$ cat src/rtl/fifo_buffer_param_if.sv
// Handshake and status bundle between a FIFO and the logic that feeds and drains it.
// The master side issues requests and data; the slave side is the FIFO itself.
interface fifo_buffer_param_if #(
    parameter int DATA_WIDTH = 32,
    parameter int ADDR_WIDTH = 3
);
    logic                  enable;
    logic                  flush;
    logic                  write;
    logic [DATA_WIDTH-1:0] data_in;
    logic                  read;
    logic [DATA_WIDTH-1:0] data_out;
    logic                  valid_out;
    logic [ADDR_WIDTH:0]   count;
    logic                  empty;
    logic                  full;
    logic                  almost_empty;
    logic                  almost_full;
    logic                  overflow;
    logic                  underflow;

    modport master (
        output enable, flush, write, data_in, read,
        input  data_out, valid_out, count, empty, full,
               almost_empty, almost_full, overflow, underflow
    );

    modport slave (
        input  enable, flush, write, data_in, read,
        output data_out, valid_out, count, empty, full,
               almost_empty, almost_full, overflow, underflow
    );
endinterface

$ cat src/rtl/fifo_buffer_param.sv
// Parametrised single-clock FIFO with registered read data, occupancy count,
// threshold flags, synchronous flush and sticky overflow/underflow flags.
module fifo_buffer_param #(
    parameter int DATA_WIDTH = 32,
    parameter int ADDR_WIDTH = 3,
    parameter int AF_LEVEL   = 6,
    parameter int AE_LEVEL   = 1
) (
    input logic                clock,
    input logic                reset,
    fifo_buffer_param_if.slave bus
);
    localparam int DEPTH = 2 ** ADDR_WIDTH;
    localparam logic [ADDR_WIDTH:0] DEPTH_CNT = (ADDR_WIDTH + 1)'(DEPTH);
    localparam logic [ADDR_WIDTH:0] AF_CNT    = (ADDR_WIDTH + 1)'(AF_LEVEL);
    localparam logic [ADDR_WIDTH:0] AE_CNT    = (ADDR_WIDTH + 1)'(AE_LEVEL);

    // Storage is left unreset so it maps onto block RAM; reset only empties
    // the FIFO logically through the pointers and count.
    logic [DATA_WIDTH-1:0] mem [DEPTH];

    logic [ADDR_WIDTH-1:0] rd_ptr_reg;
    logic [ADDR_WIDTH-1:0] wr_ptr_reg;
    logic [ADDR_WIDTH:0]   count_reg;
    logic [ADDR_WIDTH:0]   count_next;
    logic [DATA_WIDTH-1:0] data_out_reg;
    logic                  valid_reg;
    logic                  overflow_reg;
    logic                  underflow_reg;

    logic empty_flag;
    logic full_flag;
    logic active;
    logic wr_ok;
    logic rd_ok;
    logic overflow_hit;
    logic underflow_hit;

    // Status flags depend only on the count register, never on this cycle's requests.
    assign empty_flag = (count_reg == '0);
    assign full_flag  = (count_reg == DEPTH_CNT);

    // Request qualification; a read frees a slot, so full plus read still accepts the write.
    always_comb begin
        active        = bus.enable & ~bus.flush;
        wr_ok         = active & bus.write & (~full_flag | bus.read);
        rd_ok         = active & bus.read & ~empty_flag;
        overflow_hit  = active & bus.write & full_flag & ~bus.read;
        underflow_hit = active & bus.read & empty_flag;
        count_next    = count_reg;
        case ({wr_ok, rd_ok})
            2'b10:   count_next = count_reg + 1'b1;
            2'b01:   count_next = count_reg - 1'b1;
            default: count_next = count_reg;
        endcase
    end

    // Memory write port; the read port below samples the old word on a shared address.
    always_ff @(posedge clock) begin
        if (wr_ok) begin
            mem[wr_ptr_reg] <= bus.data_in;
        end
    end

    // Pointers, count, registered read data and sticky error flags.
    always_ff @(posedge clock or posedge reset) begin
        if (reset) begin
            rd_ptr_reg    <= '0;
            wr_ptr_reg    <= '0;
            count_reg     <= '0;
            data_out_reg  <= '0;
            valid_reg     <= 1'b0;
            overflow_reg  <= 1'b0;
            underflow_reg <= 1'b0;
        end else if (bus.flush) begin
            // Flush empties the FIFO but keeps the last read word visible.
            rd_ptr_reg    <= '0;
            wr_ptr_reg    <= '0;
            count_reg     <= '0;
            valid_reg     <= 1'b0;
            overflow_reg  <= 1'b0;
            underflow_reg <= 1'b0;
        end else if (bus.enable) begin
            valid_reg <= rd_ok;
            if (rd_ok) begin
                data_out_reg <= mem[rd_ptr_reg];
                rd_ptr_reg   <= rd_ptr_reg + 1'b1;
            end
            if (wr_ok) begin
                wr_ptr_reg <= wr_ptr_reg + 1'b1;
            end
            count_reg <= count_next;
            if (overflow_hit) begin
                overflow_reg <= 1'b1;
            end
            if (underflow_hit) begin
                underflow_reg <= 1'b1;
            end
        end else begin
            valid_reg <= 1'b0;
        end
    end

    assign bus.data_out     = data_out_reg;
    assign bus.valid_out    = valid_reg;
    assign bus.count        = count_reg;
    assign bus.empty        = empty_flag;
    assign bus.full         = full_flag;
    assign bus.almost_empty = (count_reg <= AE_CNT);
    assign bus.almost_full  = (count_reg >= AF_CNT);
    assign bus.overflow     = overflow_reg;
    assign bus.underflow    = underflow_reg;
endmodule

$ cat src/flat_wrapper.sv
// flat-port wrapper written by rule: the top's interface ports become plain ports
module fifo_buffer_param_flat 
#(
    parameter int DATA_WIDTH = 32,
    parameter int ADDR_WIDTH = 3,
    parameter int AF_LEVEL   = 6,
    parameter int AE_LEVEL   = 1
)
  (clock, reset, bus_enable, bus_flush, bus_write, bus_data_in, bus_read, bus_data_out, bus_valid_out, bus_count, bus_empty, bus_full, bus_almost_empty, bus_almost_full, bus_overflow, bus_underflow);
  fifo_buffer_param_if #(.DATA_WIDTH(DATA_WIDTH), .ADDR_WIDTH(ADDR_WIDTH)) bus_i ();
  input logic clock;
  input logic reset;
  input wire logic [$bits(bus_i.enable)-1:0] bus_enable;
  input wire logic [$bits(bus_i.flush)-1:0] bus_flush;
  input wire logic [$bits(bus_i.write)-1:0] bus_write;
  input wire logic [$bits(bus_i.data_in)-1:0] bus_data_in;
  input wire logic [$bits(bus_i.read)-1:0] bus_read;
  output wire logic [$bits(bus_i.data_out)-1:0] bus_data_out;
  output wire logic [$bits(bus_i.valid_out)-1:0] bus_valid_out;
  output wire logic [$bits(bus_i.count)-1:0] bus_count;
  output wire logic [$bits(bus_i.empty)-1:0] bus_empty;
  output wire logic [$bits(bus_i.full)-1:0] bus_full;
  output wire logic [$bits(bus_i.almost_empty)-1:0] bus_almost_empty;
  output wire logic [$bits(bus_i.almost_full)-1:0] bus_almost_full;
  output wire logic [$bits(bus_i.overflow)-1:0] bus_overflow;
  output wire logic [$bits(bus_i.underflow)-1:0] bus_underflow;
  assign bus_i.enable = bus_enable;
  assign bus_i.flush = bus_flush;
  assign bus_i.write = bus_write;
  assign bus_i.data_in = bus_data_in;
  assign bus_i.read = bus_read;
  assign bus_data_out = bus_i.data_out;
  assign bus_valid_out = bus_i.valid_out;
  assign bus_count = bus_i.count;
  assign bus_empty = bus_i.empty;
  assign bus_full = bus_i.full;
  assign bus_almost_empty = bus_i.almost_empty;
  assign bus_almost_full = bus_i.almost_full;
  assign bus_overflow = bus_i.overflow;
  assign bus_underflow = bus_i.underflow;
  fifo_buffer_param #(.DATA_WIDTH(DATA_WIDTH), .ADDR_WIDTH(ADDR_WIDTH), .AF_LEVEL(AF_LEVEL), .AE_LEVEL(AE_LEVEL)) u_core (.clock(clock), .reset(reset), .bus(bus_i));
endmodule
$ cat config.mk
export PLATFORM = sky130hd
export DESIGN_NAME = fifo_buffer_param_flat
export DESIGN_NICKNAME = d
export VERILOG_FILES = /design/src/rtl/fifo_buffer_param_if.sv /design/src/rtl/fifo_buffer_param.sv /design/src/flat_wrapper.sv
export SDC_FILE = /design/constraint.sdc
export NUM_CORES = 1
export LEC_CHECK = 0
export BUFFER_PORTS_ARGS = -buffer_cell sky130_fd_sc_hd__buf_2
export CORE_ASPECT_RATIO = 2
export CORE_MARGIN = 2
export CORE_UTILIZATION = 31
export DETAILED_ROUTE_END_ITERATION = 6
export GPL_TIMING_DRIVEN = 0
export PLACE_DENSITY_LB_ADDON = 0.2
export SLEW_MARGIN = 20
export SYNTH_ARGS = -nofsm -noshare
export SYNTH_HDL_FRONTEND = slang
export SYNTH_SLANG_ARGS = --single-unit
$ cat constraint.sdc
create_clock -name clock -period 6 [get_ports clock]
set_input_delay 0.3 -clock clock [delete_from_list [all_inputs] [get_ports clock]]
set_output_delay 0.3 -clock clock [all_outputs]
set_load 0.02 [all_outputs]
==> summary.md <==
| Metric | Value |
|---|---|
| CTS tree | `done` |
| Period Utilization, post-route | `approximately 52%` |
| Worst slew pin tran | `1.042 ns` |
| Vias | `5932` |
| DRC | `0` |
| CP top delay family | `simple AND/OR/NAND/NOR gates` |
| Crit path cell chain | `inv_1 -> ha_1 -> nand4bb_4 -> and3_1 -> nand2_1 -> nor3b_2 -> buf_4 -> buf_4` |
| Worst Hold Class | `primary input to flop` |
| Maximum VDD drop | `0.2664 mV` |
| Antenna diode instance count | `0` |
| Ports | `roughly 80` |
| Final WL | `26.67 mm` |
| WP buf/inv | `3` |
| Critical Path RT | `6.25 ns` |
| Grt ovf | `0` |
| Die width | `around 140 um` |
| Crit path kind | `flop to flop` |
| Pwr/cell area | `379.8 nW/um2` |
| Htree depth | `1` |
| Largest area contributor in the netlist | `edfxtp_1` |
| Synth warn | `0` |
| Largest net degree at the start of global routing | `46` |
| First-pass GRT wire length | `40.60 mm` |
| CTS root buffer | `clkbuf_16` |
| Drt first pass iters | `4` |
| Synth cell types | `38` |
| Post-Route Skew | `roughly 0.021 ns` |
| Crit. Startpoint | `u_core.bus.count[0]` |
| PostCTS Resize Cnt | `0` |
| Ys async rst share | `14.95%` |
| Wire per inst | `22.03 um` |
| Share of the synthesized area in the top cell type | `66.66%` |
| CP Depth | `8` |
| Max_cap viols | `0` |
| Outcome | `completed` |
| CP dominant cell by count | `buf_4` |
| Highest clock rate | `323.3 MHz` |
| Layout cells sized above 1 | `35.37%` |
| Worst EP arrival | `3.34 ns` |
| Power Total | `5.335 mW` |
| DR vias/cell | `4.898` |
| Post-placement setup slack | `approximately 2.9 ns` |
| Worst-path clk slew | `about 0.07 ns` |
| Chip height | `276.8 um` |
| Synthesized area per cell | `~20 um2` |
| Starting Density | `31.24%` |
| Area Overhead vs Synth | `21.81%` |
| Core area | `36910 um2` |
| Max-Slew Margin vs Limit | `between 30% and 40%` |
| Lkg Pwr | `4.736 nW` |
| Vias in the first global route | `6368` |
| Die Area | `38850 um2` |
| IO Port Bufs | `80` |
| Reg-to-reg endpoint | `u_core.mem[3][16]` |
| Crit path largest cell delay | `0.69 ns` |
| CP Launch Type | `flop` |
| RSZ-0062 raised after global routing | `no` |
| GP Congestion | `~0.7` |
| Critical Path End | `u_core.mem[3][16]` |
| Cts bufs inserted | `30` |
| Flops & latches, synth | `301` |
| CTS Buffer Depth | `3` |
| Final slew viol count | `0` |
| Syn Inst Count | `564` |
| Final hold violation count | `0` |
| Clk sink count | `301` |
| Total Nets Final | `773` |
| Iteration-0 DRC Markers | `299` |
| Slowest CP cell | `nor3b_2` |
| Final ANT Viol Nets | `0` |
| HPWL Detailed | `17.89 mm` |
| Post-Synthesis Net Count | `609` |
| Ys flop type | `edfxtp_1` |
| Synth Cell Area | `around 12000 um2` |
| Antenna violations before repair | `0` |
| Final min period | `3.093 ns` |
| FF-to-FF path depth | `8` |
| Cell Count, Final, Fillers Out | `1211` |
| GR Util All Layers | `13.94%` |
| Post-synthesis sequential area ratio | `76.42%` |
| Final WS setup | `2.907 ns` |
| Largest register FFs | `256` |
| Crit. End Element | `flop` |
| FF-to-FF Start | `u_core.bus.count[0]` |
| Skew-Pair Late Insertion Delay | `0.56 ns` |
| Area contributors post-synth | `edfxtp_1 67%, mux4_2 12%, dfrtp_1 9.8%` |
| Final setup violation count | `0` |
| Number of synthesized flops with an enable pin | `~260` |
| Placed Cells | `~1100` |
| Max FO, Critical Path | `10` |
| Reg2reg setup slack | `about 2.9 ns` |
| Row cnt | `100` |
metal layers:
metal	part of all wire, %	global-route usage [%]
met4	2.1	3.859
met2	52	24.45
met5	0	0
met1	42	18.15
met3	4.0	1.798
how the worst min path moves through the flow:
stage,cells after the start,startpoint,to
global route,1,bus_data_in[6],u_core.mem[6][6]
global placement,2,u_core.bus.overflow,u_core.bus.overflow
finish,1,bus_data_in[12],u_core.mem[6][12]
floorplan,0,bus_data_in[0],u_core.mem[0][0]
detailed placement,2,reset,u_core.bus.data_out[30]
CTS,1,bus_data_in[29],u_core.mem[3][29]
layout make-up:
cell class | instances | area, um2
well taps | 459 | 574.3
clock inverters | 17 | 185.2
repair buffers | 132 | 840.8
flip-flops and latches | 301 | 8813
fillers | 3405 | 22860
plain buffers | 28 | 132.6
multi-input cells | 230 | 2614
clock buffers | 39 | 865.8
inverters | 5 | 21.27
synthesized netlist by cell type (2+ instances only):
cell        n
nor3b_1     2
nand3_1     4
buf_4       4
xnor2_1     2
a21oi_1    36
mux4_2     64
nor3_1      7
dfrtp_1    45
ha_1        7
nor2_1     38
or3_1       3
a22oi_1     2
mux2i_1    34
clkbuf_1    6
and3_1      2
buf_1       8
nand2_1     9
edfxtp_1  256
buf_2      10
nor4b_1     3
inv_1       5
where the power goes:
group	total (mW)	switching (mW)	internal, mW
logic	0.900	0.545	0.355
registers	2.49	0.0886	2.41
clock network	1.94	0.789	1.15
total	5.33	1.42	3.91
logic make-up after synthesis:
kind of cell             Yosys count  synth area share [%]
AO/OA/AOI/OAI                     46                 2.441
XOR/XNOR                           3                0.2279
flip-flops                       301                 76.42
AND/OR/NAND/NOR                   76                 3.385
buffers and inverters             33                 1.313
multiplexers                      98                 15.45
adder cells (fa/ha/maj)            7                0.7594
through the flow:
step	util, %	instance area, um2	hold WS (ns)	setup TNS [ns]
6_report	38.06	14050	0.02897	0
5_1_grt	38.06	14050	0.01606	0
4_1_cts	38.06	14050	0.0002473	0
3_5_place_dp	34.91	12890	0.4796	0
3_3_place_gp	33.88	12510	0.4806	-404.43
2_1_floorplan	-	11530	0.3989	0
worst reg2reg max path, delay by kind of cell (launching register included):
family        cells  cell delay, ns
fa+ha+maj         1            0.27
buf+inv           3            0.69
simple gates      4            1.30
flops             1            0.52
layout by cell type (no fill, tap or decap), types with 11 or more instances in the layout:
cell type	n
dlygate4sd3_1	11
mux2i_1	34
dfrtp_1	45
buf_4	26
nor2_1	37
a21oi_1	36
edfxtp_1	256
mux4_2	64
clkbuf_16	31
buf_2	103
what timing repair did:
action	in CTS	in global routing
hold endpoints to repair	108	0
hold buffers	11	0
buffers inserted	0	0
Power figures use the tool's default switching activity.
